--- config.mk ---
export PLATFORM = sky130hd
export DESIGN_NAME = carry_lookahead_adder
export DESIGN_NICKNAME = d
export VERILOG_FILES = /design/src/rtl/carrylook_pkg.sv /design/src/rtl/cla_group4.sv /design/src/rtl/carry_lookahead_adder.sv
export SDC_FILE = /design/constraint.sdc
export NUM_CORES = 1
export LEC_CHECK = 0
export CAP_MARGIN = 25
export CELL_PAD_IN_SITES_DETAIL_PLACEMENT = 1
export CELL_PAD_IN_SITES_GLOBAL_PLACEMENT = 1
export CORE_AREA = 2 2 42 44
export DETAILED_ROUTE_END_ITERATION = 8
export DIE_AREA = 0 0 44 46
export GPL_ROUTABILITY_DRIVEN = 1
export PLACE_DENSITY_LB_ADDON = 0.05
export SLEW_MARGIN = 20
export SYNTH_ARGS = -nofsm -noshare
export SYNTH_HDL_FRONTEND = slang
export SYNTH_SLANG_ARGS = --single-unit
--- constraint.sdc ---
create_clock -name clk -period 1.7 [get_ports clk]
set_clock_uncertainty 0.15 [all_clocks]
set_input_delay 0.255 -clock clk [delete_from_list [all_inputs] [get_ports clk]]
set_output_delay 0.255 -clock clk [all_outputs]
set_load 0.02 [all_outputs]
--- src/rtl/carrylook_pkg.sv ---
// Shared constants, types and helpers for the two-level carry-lookahead adder.
package carrylook_pkg;

  localparam int unsigned GRP_W = 4;
  localparam int unsigned MAX_W = 64;

  // Group-level generate/propagate pair
  typedef struct packed {
    logic g;
    logic p;
  } pg_t;

  function automatic int unsigned num_groups(input int unsigned width);
    return width / GRP_W;
  endfunction

endpackage

--- src/rtl/cla_group4.sv ---
// Combinational 4-bit lookahead unit: internal carries plus group generate/propagate.
module cla_group4
  import carrylook_pkg::*;
(
  input  logic [GRP_W-1:0] g,
  input  logic [GRP_W-1:0] p,
  input  logic             ci,
  output logic [GRP_W-1:1] c,
  output logic             G,
  output logic             P
);

  // Each carry is a flat sum of products of g, p and ci
  assign c[1] = g[0]
              | (p[0] & ci);

  assign c[2] = g[1]
              | (p[1] & g[0])
              | (p[1] & p[0] & ci);

  assign c[3] = g[2]
              | (p[2] & g[1])
              | (p[2] & p[1] & g[0])
              | (p[2] & p[1] & p[0] & ci);

  assign G    = g[3]
              | (p[3] & g[2])
              | (p[3] & p[2] & g[1])
              | (p[3] & p[2] & p[1] & g[0]);

  assign P    = p[0] & p[1] & p[2] & p[3];

endmodule

--- src/rtl/carry_lookahead_adder.sv ---
// Registered two-level carry-lookahead adder with valid qualifier.
// Define CARRYLOOK_OVF_EN to add the registered signed-overflow output ovf.
module carry_lookahead_adder
  import carrylook_pkg::*;
#(
  parameter int unsigned WIDTH = 4
) (
  input  logic             clk,
  input  logic             rst_n,
  input  logic             in_valid,
  input  logic [WIDTH-1:0] a,
  input  logic [WIDTH-1:0] b,
  input  logic             cin,
  output logic [WIDTH-1:0] S,
  output logic             Cout,
`ifdef CARRYLOOK_OVF_EN
  output logic             ovf,
`endif
  output logic             out_valid
);

  localparam int unsigned NG = num_groups(WIDTH);

  if ((WIDTH == 0) || ((WIDTH % GRP_W) != 0) || (WIDTH > MAX_W)) begin : g_bad_width
    $error("carry_lookahead_adder: WIDTH must be a positive multiple of 4, at most 64");
  end

  logic [WIDTH-1:0] w_g;
  logic [WIDTH-1:0] w_p;
  logic [WIDTH:0]   w_c;
  pg_t  [NG-1:0]    w_grp;
  logic [NG:0]      w_gx;
  logic [NG:0]      w_px;
  logic [NG:0]      w_gci;

  logic [WIDTH-1:0] r_sum;
  logic             r_cout;
  logic             r_valid;

  assign w_g = a & b;
  assign w_p = a ^ b;

  // First level: one lookahead unit per 4-bit group
  for (genvar k = 0; k < NG; k++) begin : g_grp
    cla_group4 u_grp (
      .g  (w_g[k*GRP_W +: GRP_W]),
      .p  (w_p[k*GRP_W +: GRP_W]),
      .ci (w_gci[k]),
      .c  (w_c[k*GRP_W+1 +: GRP_W-1]),
      .G  (w_grp[k].g),
      .P  (w_grp[k].p)
    );
    assign w_c[k*GRP_W] = w_gci[k];
    assign w_gx[k+1]    = w_grp[k].g;
    assign w_px[k+1]    = w_grp[k].p;
  end

  // cin acts as the generate of a virtual group below group 0
  assign w_gx[0] = cin;
  assign w_px[0] = 1'b0;
  assign w_c[WIDTH] = w_gci[NG];

  // Second level: carry into group k = OR_j gx[j] & px[j+1..k], all terms in parallel
  always_comb begin : second_level
    logic w_term;
    logic w_sop;
    w_gci  = '0;
    w_term = 1'b0;
    w_sop  = 1'b0;
    w_gci[0] = cin;
    for (int k = 1; k <= int'(NG); k++) begin
      w_sop = 1'b0;
      for (int j = 0; j < k; j++) begin
        w_term = w_gx[j];
        for (int m = j + 1; m < k; m++) begin
          w_term = w_term & w_px[m];
        end
        w_sop = w_sop | (w_term & w_px[k] ) | (j == k - 1 ? w_gx[k] : 1'b0);
      end
      w_gci[k] = w_sop;
    end
  end

`ifdef CARRYLOOK_OVF_EN
  logic r_ovf;
`endif

  // Output registers; idle cycles hold the last result
  always_ff @(posedge clk) begin
    if (!rst_n) begin
      r_sum   <= '0;
      r_cout  <= 1'b0;
      r_valid <= 1'b0;
`ifdef CARRYLOOK_OVF_EN
      r_ovf   <= 1'b0;
`endif
    end else begin
      r_valid <= in_valid;
      if (in_valid) begin
        r_sum  <= w_p ^ w_c[WIDTH-1:0];
        r_cout <= w_c[WIDTH];
`ifdef CARRYLOOK_OVF_EN
        r_ovf  <= w_c[WIDTH] ^ w_c[WIDTH-1];
`endif
      end
    end
  end

  assign S         = r_sum;
  assign Cout      = r_cout;
  assign out_valid = r_valid;
`ifdef CARRYLOOK_OVF_EN
  assign ovf       = r_ovf;
`endif

endmodule

==> flow_summary.yaml <==
run_status:
  status: "complete, no violations"
flow_run:
  drv_cap: 0
setup_path:
  critPathMaxFanout: 3
  crit_type: "input port to flip-flop"
  required_ps: 1690
  critPathArrivalTime_ps: 1660
  cp_slowest_cell: "clkdlybuf4s50_1"
  end_kind: "flip-flop"
  cpPeakStageDelay_ps: 400
  path_cells: "clkdlybuf4s50_1, ha_1, or2_2, a21o_1, a32o_1"
  cp-start-kind: "input port"
global_routing:
  antenna_found_initial: 0
  grt_overflow: 0
  grt_pass1_vias: 460
  grt_max_degree: 8
  grtUsageTotal_pct: 13.2
  grt_pass1_wl_um: 1840
timing:
  setup_slack_ps: 32.5
  whs_ps: 351
  finalCritPeriodShare_pct: 98.1
  setup_viol: 0
  clock.fmax_mhz: 600
  min_period_ps: 1670
  worst_pin_slew_ps: 254
  relSlewSlack_pct: 83.0
  hold_viol: 0
  drv_slew: 0
  rsz0062_at_grt: "no"
  setup-tns-final_ps: 0
logic_synthesis:
  synth_top_family_by_area: "compound AO/OA/AOI/OAI gates"
  synth.largest_area_cell: "dfxtp_1"
  synth_warnings: 0
  synth_nets: 57
  seq_area_frac_synth_pct: 29.4
  yosys.area_share.simple_pct: 17.2
  synthMuxAreaShare_pct: 2.45
  syn-instance-count: 40
  synth_area_per_cell_um2: 10.2
  synth_cell_types: 26
  synth_top_area_share_pct: 29.4
  syn-cell-area_um2: 408
  synth_fa_ha_area_share_pct: 17.2
  synth_compound_area_share_pct: 25.5
  post_synth_main_area_contributors: "dfxtp_1 29%, ha_1 12%, a2111oi_4 6.7%"
  synth_seq_cells: 6
  synth_xor_area_share_pct: 2.15
power:
  power_leakage_nw: 0.291
  powerDensity_mw_per_mm2: 717
  finalPower_mw: 0.469
  ir_drop_v: 0.000348
place:
  gp_congestion: 0.746
  place_area_um2: 627
  io_buffers: 17
  place_hpwl_um: 890
  dp_slack_ps: -303
  place_inst: 77
drt:
  drt-total-wl_um: 1070
  avgViaCountPerCell: 4.88
  routed-via-count: 395
  ant_nets: 0
  drc: 0
  drt-initial-drc-count: 6
  post_drt_wl_per_cell_um: 13.2
  first_pass_iters: 2
floorplan:
  dieArea_mm2: 0.00202
  rows: 15
  num_io_pins: 18
  fp.coreArea_mm2: 0.00161
  dieHeight_um: 46
  start_util_pct: 25.3
  die_x_um: 44
cells_and_area:
  fill_cells: 201
  fin_cells: 81
  multi_input_area_um2: 263
  nNetsFinal: 83
  fin_area_um2: 654
  layout-drive-gt1-share_pct: 18.8
  syn_to_final_growth_pct: 60.4
  regArea_um2: 120
  antennaDiodeCount: 0
  utilization_pct: 40.5
clocking:
  numCtsBuffers: 3
  clkLatencyLatePin_ps: 250
  h-tree-depth: 1
  cts_hold_buf: 0
  tritoncts: "built"
  clock_path_buffers: 2
  cts-root-buf: "clkbuf_4"
  clk_pin_slew_ps: 50
  clock-sinks: 6
worst_hold_path:
  min_path_type: "flip-flop to flip-flop"
## path summary, 6_finish.rpt
check / startpoint / to / slack (ps) / depth (start not counted)
worst max register to register: S[3] / S[3] / 730 / 3
worst min register to register: S[0] / S[0] / 350 / 1
worst min-delay path: S[0] / S[0] / 350 / 1
worst max-delay path: b[1] / S[2] / 30 / 5
## flip-flops by register name, indices dropped and copies added (netlist names)
register,count
Cout,1
out_valid,1
S,4
## report_power, final
part | total [mW] | internal (mW) | switching, mW
logic | 0.166 | 0.0949 | 0.0712
clock network | 0.142 | 0.0806 | 0.0618
registers | 0.161 | 0.154 | 0.00666
total | 0.469 | 0.329 | 0.140
## cell type report
class	count	area share (%)
timing repair buffer	23	32.5
tap	17	3.25
clock buffer	3	3.44
sequential	6	18.4
multi-input combinational	28	40.2
inverter	4	2.29
## cell families (layout without fill, tap and decap cells)
kind of cell	Yosys count	in the layout
AOI/OAI and AO/OA	10	10
and+or+nand+nor	11	11
DFF	6	6
muxes	1	1
adders and majority gates	5	5
xor gates and xnor gates	1	1
buffers and inverters	6	30
## routing by layer
metal | vias up | GRT usage, % | routed length, um
li1 | 193 | - | -
met1 | 193 | 11.9 | 408
met2 | 9 | 23.8 | 609
met3 | 0 | 4.76 | 50
met4 | 0 | 10.3 | 0
met5 | - | 0 | 0
## worst max-delay path, delay by kind of cell
family	cells	cell delay, ps
AOI/OAI and AO/OA	2	390
buffers and inverters	1	400
and+or+nand+nor	1	290
adders and majority gates	1	320
## synthesized netlist by cell type
library cell  number
dfxtp_1            6
ha_1               4
inv_1              4
buf_2              2
nor2b_1            2
nor3_1             2
a2111oi_4          1
a211o_4            1
a21boi_1           1
a21o_1             1
a21oi_1            1
a31oi_1            1
a32o_1             1
and2_1             1
and3b_1            1
fa_1               1
mux2i_1            1
nand2_1            1
nand3b_1           1
nand4_1            1
nand4b_1           1
o211a_1            1
o21a_1             1
o21ai_0            1
or2_2              1
xnor2_1            1
## cells in the final DEF, fill, tap and decap left out, drive strengths merged
cell type and n:
a21boi 1, a211o 1, ha 4, a31oi 1, dlygate4sd2 2, o21a 1, inv 4, a21oi 1
nor3 2, nand4 1, a2111oi 1, xnor2 1, clkdlybuf4s50 15, fa 1, a32o 1, a21o 1
and3b 1, mux2i 1, buf 6, clkbuf 3, dfxtp 6, nand3b 1, o211a 1, nand2 1
and2 1, nand4b 1, nor2b 2, o21ai 1, or2 1
## repair_timing
action | CTS | global route
hold endpoints to repair | 0 | 0
resized for setup | 2 | 0
pin swaps | 2 | 1
buffers inserted | 0 | 1
endpoints found under the setup margin | 2 | 1
(Power assumes the default switching activity.)
